**config.mk**
```make
export PLATFORM = sky130hd
export DESIGN_NAME = post_process_pp_flat
export DESIGN_NICKNAME = d
export VERILOG_FILES = /design/src/rtl/pp_pkg.sv /design/src/rtl/post_process_pp_if.sv /design/src/rtl/pp_sdp_ram.sv /design/src/rtl/post_process_pp.sv /design/src/flat_wrapper.sv
export SDC_FILE = /design/constraint.sdc
export NUM_CORES = 2
export LEC_CHECK = 0
export CORE_MARGIN = 3
export CORE_UTILIZATION = 60
export CTS_BUF_LIST = sky130_fd_sc_hd__clkbuf_8 sky130_fd_sc_hd__clkbuf_16
export DETAILED_ROUTE_END_ITERATION = 8
export HOLD_SLACK_MARGIN = 0.15
export PLACE_DENSITY = 0.75
export SYNTH_ARGS = -nofsm -noshare
export SYNTH_HDL_FRONTEND = slang
export SYNTH_SLANG_ARGS = --single-unit
```
**constraint.sdc**
```tcl
create_clock -name clk -period 6.8 [get_ports clk]
set_clock_uncertainty 0.05 [all_clocks]
set_input_delay 2.04 -clock clk [delete_from_list [all_inputs] [get_ports clk]]
set_output_delay 2.04 -clock clk [all_outputs]
set_load 0.05 [all_outputs]
```
**src/rtl/pp_pkg.sv**
```systemverilog
// Shared types and width helpers for the ping-pong post-processing buffer.
package pp_pkg;

    typedef enum logic [1:0] {
        B_FREE,
        B_FILLING,
        B_READY,
        B_DRAINING
    } bank_state_t;

    typedef enum logic [1:0] {
        R_IDLE,
        R_ADDR,
        R_LOAD,
        R_OUT
    } rd_state_t;

    function automatic int addr_w(input int depth_words);
        return (depth_words > 1) ? $clog2(depth_words) : 1;
    endfunction

    function automatic int cnt_w(input int depth_words);
        return $clog2(depth_words + 1);
    endfunction

    function automatic int lane_w(input int lanes);
        return (lanes > 1) ? $clog2(lanes) : 1;
    endfunction

endpackage

```
**src/rtl/post_process_pp_if.sv**
```systemverilog
// Capture-word write handshake and serial sample stream of the ping-pong buffer.
interface post_process_pp_if #(
    parameter int SAMPLE_W = 16,
    parameter int LANES    = 4
);
    logic                      in_valid;
    logic                      in_ready;
    logic [LANES*SAMPLE_W-1:0] in_data;
    logic                      out_valid;
    logic                      out_ready;
    logic [SAMPLE_W-1:0]       out_data;
    logic                      out_last;

    modport slave (
        input  in_valid, in_data, out_ready,
        output in_ready, out_valid, out_data, out_last
    );

    modport master (
        output in_valid, in_data, out_ready,
        input  in_ready, out_valid, out_data, out_last
    );
endinterface

```
**src/rtl/pp_sdp_ram.sv**
```systemverilog
// Simple dual-port RAM, one write port and one registered read port (1-cycle latency).
module pp_sdp_ram #(
    parameter int ADDR_W = 6,
    parameter int DATA_W = 64
) (
    input  logic              clk,
    input  logic              wr_en,
    input  logic [ADDR_W-1:0] wr_addr,
    input  logic [DATA_W-1:0] wr_data,
    input  logic              rd_en,
    input  logic [ADDR_W-1:0] rd_addr,
    output logic [DATA_W-1:0] rd_data
);
    localparam int WORDS = 1 << ADDR_W;

    logic [DATA_W-1:0] mem [WORDS];

    // NOTE: neither the array nor the read register is reset, so this maps onto block RAM.
    always_ff @(posedge clk) begin
        if (wr_en) begin
            mem[wr_addr] <= wr_data;
        end
        if (rd_en) begin
            rd_data <= mem[rd_addr];
        end
    end
endmodule

```
**src/rtl/post_process_pp.sv**
```systemverilog
// Ping-pong capture buffer: wide words fill two RAM banks alternately while the
// other bank is serialised into single samples for the UART transmitter.
module post_process_pp
    import pp_pkg::*;
#(
    parameter int SAMPLE_W    = 16,
    parameter int LANES       = 4,
    parameter int DEPTH_WORDS = 32
) (
    input  logic             clk,
    input  logic             rst_n,
    input  logic             begin_pp,
    input  logic             end_pp,
    post_process_pp_if.slave bus,
    output logic             bank_full,
    output logic             bank_empty,
    output logic             ended
);
    localparam int ADDR_W = addr_w(DEPTH_WORDS);
    localparam int CNT_W  = cnt_w(DEPTH_WORDS);
    localparam int LANE_W = lane_w(LANES);
    localparam int DATA_W = LANES * SAMPLE_W;

    bank_state_t        bank_st  [2];
    bank_state_t        bank_nxt [2];
    logic [CNT_W-1:0]   bank_cnt [2];
    logic [CNT_W-1:0]   cnt_nxt  [2];

    logic               wr_bank;
    logic               wr_oth;
    logic [ADDR_W-1:0]  wr_ad;
    logic               flush_seen;

    rd_state_t          rd_state;
    rd_state_t          rd_nxt;
    logic               rd_bank;
    logic               rd_oth;
    logic               next_rd;
    logic [ADDR_W-1:0]  rd_ad;
    logic [LANE_W-1:0]  lane;
    logic [DATA_W-1:0]  shift_q;
    logic [DATA_W-1:0]  ram_rd_data;
    logic               ram_rd_en;

    logic               wr_fire;
    logic               wr_filling;
    logic [CNT_W-1:0]   fill_cnt;
    logic               flush_now;
    logic               seal_full;
    logic               seal_flush;
    logic               seal;
    logic               drop_empty;
    logic               rd_start;
    logic               rd_hs;
    logic               word_end;
    logic               last_word;
    logic               rd_done;
    logic               oth_busy;
    logic               all_free;

    assign wr_oth     = ~wr_bank;
    assign rd_oth     = ~rd_bank;
    assign wr_filling = (bank_st[wr_bank] == B_FILLING);
    assign wr_fire    = bus.in_valid & bus.in_ready;
    assign fill_cnt   = CNT_W'(wr_ad) + CNT_W'(wr_fire);
    assign flush_now  = begin_pp & end_pp & ~flush_seen;
    assign seal_full  = wr_fire & (wr_ad == ADDR_W'(DEPTH_WORDS - 1));
    assign seal_flush = flush_now & wr_filling & ~seal_full & (fill_cnt != '0);
    assign drop_empty = flush_now & wr_filling & (fill_cnt == '0);
    assign seal       = seal_full | seal_flush;

    assign rd_start  = (rd_state == R_IDLE) & (bank_st[next_rd] == B_READY);
    assign rd_hs     = bus.out_valid & bus.out_ready;
    assign word_end  = rd_hs & (lane == LANE_W'(LANES - 1));
    assign last_word = (CNT_W'(rd_ad) == bank_cnt[rd_bank] - CNT_W'(1));
    assign rd_done   = word_end & last_word;
    assign all_free  = (bank_st[0] == B_FREE) & (bank_st[1] == B_FREE);

    // Data still owed by the other bank means this drain cannot carry the final sample.
    assign oth_busy = (bank_st[rd_oth] == B_READY) |
                      ((bank_st[rd_oth] == B_FILLING) & (wr_ad != '0));

    assign bus.in_ready = begin_pp & ~flush_seen & wr_filling;
    assign bus.out_data = bus.out_valid ? shift_q[SAMPLE_W-1:0] : '0;
    assign bus.out_last = bus.out_valid & flush_seen & (lane == LANE_W'(LANES - 1)) &
                          last_word & ~oth_busy;

    // Bank ownership: writer and reader only ever touch banks in disjoint states.
    always_comb begin
        // NOTE: every target gets its default first so no path leaves it unassigned (no latch).
        bank_nxt = bank_st;
        cnt_nxt  = bank_cnt;
        if (bank_st[wr_bank] == B_FREE && !flush_seen && !flush_now) begin
            bank_nxt[wr_bank] = B_FILLING;
        end
        if (seal) begin
            bank_nxt[wr_bank] = B_READY;
            cnt_nxt[wr_bank]  = fill_cnt;
            if (!flush_now && bank_st[wr_oth] == B_FREE) begin
                bank_nxt[wr_oth] = B_FILLING;
            end
        end
        if (drop_empty) begin
            bank_nxt[wr_bank] = B_FREE;
        end
        if (rd_start) begin
            bank_nxt[next_rd] = B_DRAINING;
        end
        if (rd_done) begin
            bank_nxt[rd_bank] = B_FREE;
            cnt_nxt[rd_bank]  = '0;
        end
    end

    // NOTE: sequential state uses non-blocking assignments so every register samples pre-edge values.
    always_ff @(posedge clk or negedge rst_n) begin
        if (!rst_n) begin
            for (int b = 0; b < 2; b++) begin
                bank_st[b]  <= B_FREE;
                bank_cnt[b] <= '0;
            end
            wr_bank    <= 1'b0;
            wr_ad      <= '0;
            flush_seen <= 1'b0;
            bank_full  <= 1'b0;
        end else if (!begin_pp) begin
            for (int b = 0; b < 2; b++) begin
                bank_st[b]  <= B_FREE;
                bank_cnt[b] <= '0;
            end
            wr_bank    <= 1'b0;
            wr_ad      <= '0;
            flush_seen <= 1'b0;
            bank_full  <= 1'b0;
        end else begin
            bank_st   <= bank_nxt;
            bank_cnt  <= cnt_nxt;
            bank_full <= seal;
            if (flush_now) begin
                flush_seen <= 1'b1;
            end
            if (seal) begin
                wr_ad   <= '0;
                wr_bank <= wr_oth;
            end else if (wr_fire) begin
                wr_ad <= wr_ad + ADDR_W'(1);
            end
        end
    end

    pp_sdp_ram #(
        .ADDR_W (ADDR_W + 1),
        .DATA_W (DATA_W)
    ) u_ram (
        .clk     (clk),
        .wr_en   (wr_fire),
        .wr_addr ({wr_bank, wr_ad}),
        .wr_data (bus.in_data),
        .rd_en   (ram_rd_en),
        .rd_addr ({rd_bank, rd_ad}),
        .rd_data (ram_rd_data)
    );

    always_ff @(posedge clk or negedge rst_n) begin
        if (!rst_n) begin
            rd_state <= R_IDLE;
        end else begin
            rd_state <= rd_nxt;
        end
    end

    always_comb begin
        rd_nxt = rd_state;
        unique case (rd_state)
            R_IDLE:  if (bank_st[next_rd] == B_READY) rd_nxt = R_ADDR;
            R_ADDR:  rd_nxt = R_LOAD;
            R_LOAD:  rd_nxt = R_OUT;
            R_OUT:   if (word_end) rd_nxt = last_word ? R_IDLE : R_ADDR;
            default: rd_nxt = R_IDLE;
        endcase
        if (!begin_pp) begin
            rd_nxt = R_IDLE;
        end
    end

    always_comb begin
        bus.out_valid = (rd_state == R_OUT);
        ram_rd_en     = (rd_state == R_ADDR);
    end

    // Reader datapath: banks are sealed alternately, so a toggling pointer serves oldest first.
    always_ff @(posedge clk or negedge rst_n) begin
        if (!rst_n) begin
            rd_bank    <= 1'b0;
            next_rd    <= 1'b0;
            rd_ad      <= '0;
            lane       <= '0;
            shift_q    <= '0;
            bank_empty <= 1'b0;
            ended      <= 1'b0;
        end else if (!begin_pp) begin
            rd_bank    <= 1'b0;
            next_rd    <= 1'b0;
            rd_ad      <= '0;
            lane       <= '0;
            shift_q    <= '0;
            bank_empty <= 1'b0;
            ended      <= 1'b0;
        end else begin
            bank_empty <= rd_done;
            if (rd_start) begin
                rd_bank <= next_rd;
                next_rd <= ~next_rd;
            end
            if (rd_state == R_LOAD) begin
                shift_q <= ram_rd_data;
                lane    <= '0;
            end else if (rd_hs) begin
                shift_q <= shift_q >> SAMPLE_W;
                lane    <= lane + LANE_W'(1);
            end
            if (word_end) begin
                rd_ad <= rd_done ? '0 : rd_ad + ADDR_W'(1);
            end
            if (rd_hs && bus.out_last) begin
                ended <= 1'b1;
            end else if (flush_seen && all_free && rd_state == R_IDLE) begin
                ended <= 1'b1;
            end
        end
    end
endmodule

```
**src/flat_wrapper.sv**
```systemverilog
// flat-port wrapper written by rule: the top's interface ports become plain ports
module post_process_pp_flat import pp_pkg::*;
#(
    parameter int SAMPLE_W    = 16,
    parameter int LANES       = 4,
    parameter int DEPTH_WORDS = 32
)
  (clk, rst_n, begin_pp, end_pp, bank_full, bank_empty, ended, bus_in_valid, bus_in_data, bus_out_ready, bus_in_ready, bus_out_valid, bus_out_data, bus_out_last);
  post_process_pp_if #(.SAMPLE_W(SAMPLE_W), .LANES(LANES)) bus_i ();
  input  logic clk;
  input  logic rst_n;
  input  logic begin_pp;
  input  logic end_pp;
  output logic bank_full;
  output logic bank_empty;
  output logic ended;
  input wire logic [$bits(bus_i.in_valid)-1:0] bus_in_valid;
  input wire logic [$bits(bus_i.in_data)-1:0] bus_in_data;
  input wire logic [$bits(bus_i.out_ready)-1:0] bus_out_ready;
  output wire logic [$bits(bus_i.in_ready)-1:0] bus_in_ready;
  output wire logic [$bits(bus_i.out_valid)-1:0] bus_out_valid;
  output wire logic [$bits(bus_i.out_data)-1:0] bus_out_data;
  output wire logic [$bits(bus_i.out_last)-1:0] bus_out_last;
  assign bus_i.in_valid = bus_in_valid;
  assign bus_i.in_data = bus_in_data;
  assign bus_i.out_ready = bus_out_ready;
  assign bus_in_ready = bus_i.in_ready;
  assign bus_out_valid = bus_i.out_valid;
  assign bus_out_data = bus_i.out_data;
  assign bus_out_last = bus_i.out_last;
  post_process_pp #(.SAMPLE_W(SAMPLE_W), .LANES(LANES), .DEPTH_WORDS(DEPTH_WORDS)) u_core (.clk(clk), .rst_n(rst_n), .begin_pp(begin_pp), .end_pp(end_pp), .bus(bus_i), .bank_full(bank_full), .bank_empty(bank_empty), .ended(ended));
endmodule
```
==> reports/results.txt <==
Post-synth top cells: edfxtp_1 (4,160), mux4_2 (1,217), clkbuf_1 (211), nor2_1 (210), mux2i_1 (146)
Initial antenna violation count: 21
Startpoint of the worst hold path: u_core.u_ram.rd_data[52]
FF-to-FF End: u_core.u_ram.rd_data[25]
Die Y: 526 um
R2R Path Start: u_core.rd_ad[0]
Required time of the critical path: 4710 ps
Layout cells sized above 1: 28.5%
Vias per cell: 7.23
Final setup violation count: 0
Cell Rows: 190
I/O Pins: 92
Power Density: 287 mW/mm2
Prevailing post-synth register cell: edfxtp_1
Seq/Total Area, Yosys: 78.4%
CP Launch Type: flip-flop
Drt wl/cell: 39.6 um
Syn Area/Cell: 23.8 um2
Min-delay worst type: flip-flop to flip-flop
Crit. End Element: output pin
Worst-path clk slew: 60 ps
GRT Overall Usage: 32.0%
Die Width: 526 um
Slew Viols, Final: 0
Worst Tran Pin Value: 1300 ps
Total die area: 0.277 mm2
Maxcap violations: 0
Total negative slack: 0 ps
Synth async-reset ratio: 2.37%
Syn_nets: 6,899
Reg2Reg Setup Slack: 2210 ps
Port bufs: 91
Drt drc: 0
Post-Route WL: 438,000 um
Worst Path Arrival: 3940 ps
Final nets: 7,250
Largest net degree at the start of global routing: 118
Status: completed
GR Overflow Total: 0
Post-CTS sizing: 0
Count leader, synth: edfxtp_1
Mapped Area: 0.163 mm2
Drt first pass iters: 8
Initial drt markers: 12,458
Final hold violation count: 0
DP Wirelength: 217,000 um
Unrepaired setup endpoints after global routing: no
Synth Register Bits: 4,261
FF+latch area: 0.127 mm2
Clock tree sinks: 4,261
Syn Inst Count: 6,816
Layout area overhead: 12.0%
RD Place Congestion: 0.841
Global-route wire length before repair: 621,000 um
Pre-CTS setup slack: 889 ps
FMAX: 166 MHz
Largest area contributor in the netlist: edfxtp_1
Clk buf depth: 4
Post-synth top area share: 76.9%
Crit path kind: flip-flop to output pin
Yosys Warn Count: 0
Final worst slack: 774 ps
Setup Buffers After CTS: 0
Multi-input logic area: 0.0339 mm2
Worst-path maximum fanout: 40
Post-synth EDFFs: 4,160
Fin crit share: 88.6%
Root Buffer: clkbuf_16
Clock latency on the worst-skew pair: 1020 ps
Hold Path Depth: 1
Vias in the first global route: 81,297
VDD IR max: 0.000305 V
H-tree depth: 5
Relative slew slack: 13.1%
Worst Reg-to-Reg Cells: 6
Core area: 0.269 mm2
Fillers: 15,480
Cts bufs inserted: 409
Initial core utilization: 60.5%
Cell variety after synth: 55
Vias: 79,988
Hold Path End: u_core.shift_q[52]
Tmin final: 6030 ps
TritonCTS clock tree: yes
Synth area leaders: edfxtp_1 (77%), mux4_2 (17%), dfrtp_1 (1.6%)
LEAKAGE: 55.6 nW
# hold bufs at CTS: 0
Post-route ant nets: 0
[layer usage]
layer,track usage [%],wire length [um],vias up,part of all wire [%]
met1,43.0,148000,42213,34
met3,7.43,51700,1174,12
met4,16.0,26000,4,5.9
li1,-,-,29990,-
met2,50.1,212000,6607,48
met5,0,24,-,0.0055
[report_power, final]
| group | leakage (nW) | internal [mW] | switching [mW] |
|---|---|---|---|
| sequential | 38.8 | 29.0 | 0.193 |
| clock | 6.78 | 12.6 | 9.77 |
| combinational | 10.0 | 0.112 | 0.666 |
| total | 55.6 | 41.7 | 10.6 |
[metrics by stage]
stage	util (%)	power (mW)	cell area [um2]	std cells	hold WS, ps
2_1_floorplan	-	29.8	163000	6816	393
4_1_cts	67.7	52.5	182000	11057	416
5_1_grt	67.7	53.5	182000	11062	445
3_3_place_gp	62.8	30.4	169000	10308	402
6_report	67.7	52.3	182000	11071	415
3_5_place_dp	62.8	30.5	169000	10308	404
[cells by family after synthesis]
logic type,count (synthesis),synth area share [%]
AO/OA/AOI/OAI,347,1.40
XOR/XNOR,15,0.0808
adder cells (fa/ha/maj),13,0.100
buffers and inverters,395,1.09
flip-flops,4261,78.4
multiplexers,1365,17.8
AND/OR/NAND/NOR,420,1.15
[worst max-delay path, stage by stage (launching register included)]
cell	delay, ps
dfrtp_1	530
inv_8	520
xnor2_1	220
mux2i_1	110
o22ai_1	340
nand2_1	260
nor2_1	160
clkdlybuf4s50_1	830
[final cells by class]
cell class | count | area share, %
Sequential cell | 4261 | 70.0
Multi-Input combinational cell | 2160 | 18.6
Clock buffer | 420 | 5.75
Tap cell | 3552 | 2.44
Timing Repair Buffer | 325 | 1.69
Clock inverter | 329 | 1.47
Inverter | 10 | 0.0247
Antenna cell | 14 | 0.0192
[flip-flops by register name (all words and copies together), names as in the netlist]
name and count:
u_core.rd_bank 1, u_core.next_rd 1, u_core.shift_q 64, u_core.flush_seen 1, u_core.u_ram.mem 4096, u_core.bank_empty 1, u_core.bank_full 1, u_core.u_ram.rd_data 64
u_core.ended 1, u_core.rd_state 2, u_core.lane 2, u_core.bank_cnt 12, u_core.bank_st 4, u_core.rd_ad 5, u_core.wr_ad 5, u_core.wr_bank 1
[placed cells by master (no fill, tap or decap), types with 9 or more instances in the layout]
master and n:
clkbuf_16 416, xnor2_1 9, edfxtp_1 4160, nand3_1 67, bufinv_16 39, nor2_4 66, a21oi_1 110, mux4_2 1217
a22oi_1 129, nor2_1 142, inv_1 109, o22ai_1 68, clkinv_2 59, clkinvlp_4 16, clkinv_1 95, nor3_1 19
dfrtp_1 97, nand2_1 66, diode_2 14, mux2i_1 146, buf_2 40, ha_1 10, buf_4 186, and2_1 20
buf_12 49, a22o_1 17, clkdlybuf4s50_1 49
[worst max-delay path by stage]
stage,start,to,depth (start not counted)
5_1_grt,u_core.rd_ad[3],bus_out_last,7
4_1_cts,u_core.rd_ad[3],bus_out_last,7
3_3_place_gp,begin_pp,u_core.u_ram.mem[47][2],8
2_1_floorplan,begin_pp,u_core.u_ram.mem[59][0],6
6_report,u_core.rd_ad[3],bus_out_last,7
3_5_place_dp,begin_pp,u_core.u_ram.mem[47][1],8
No activity file was read; power rests on OpenSTA's default activity.
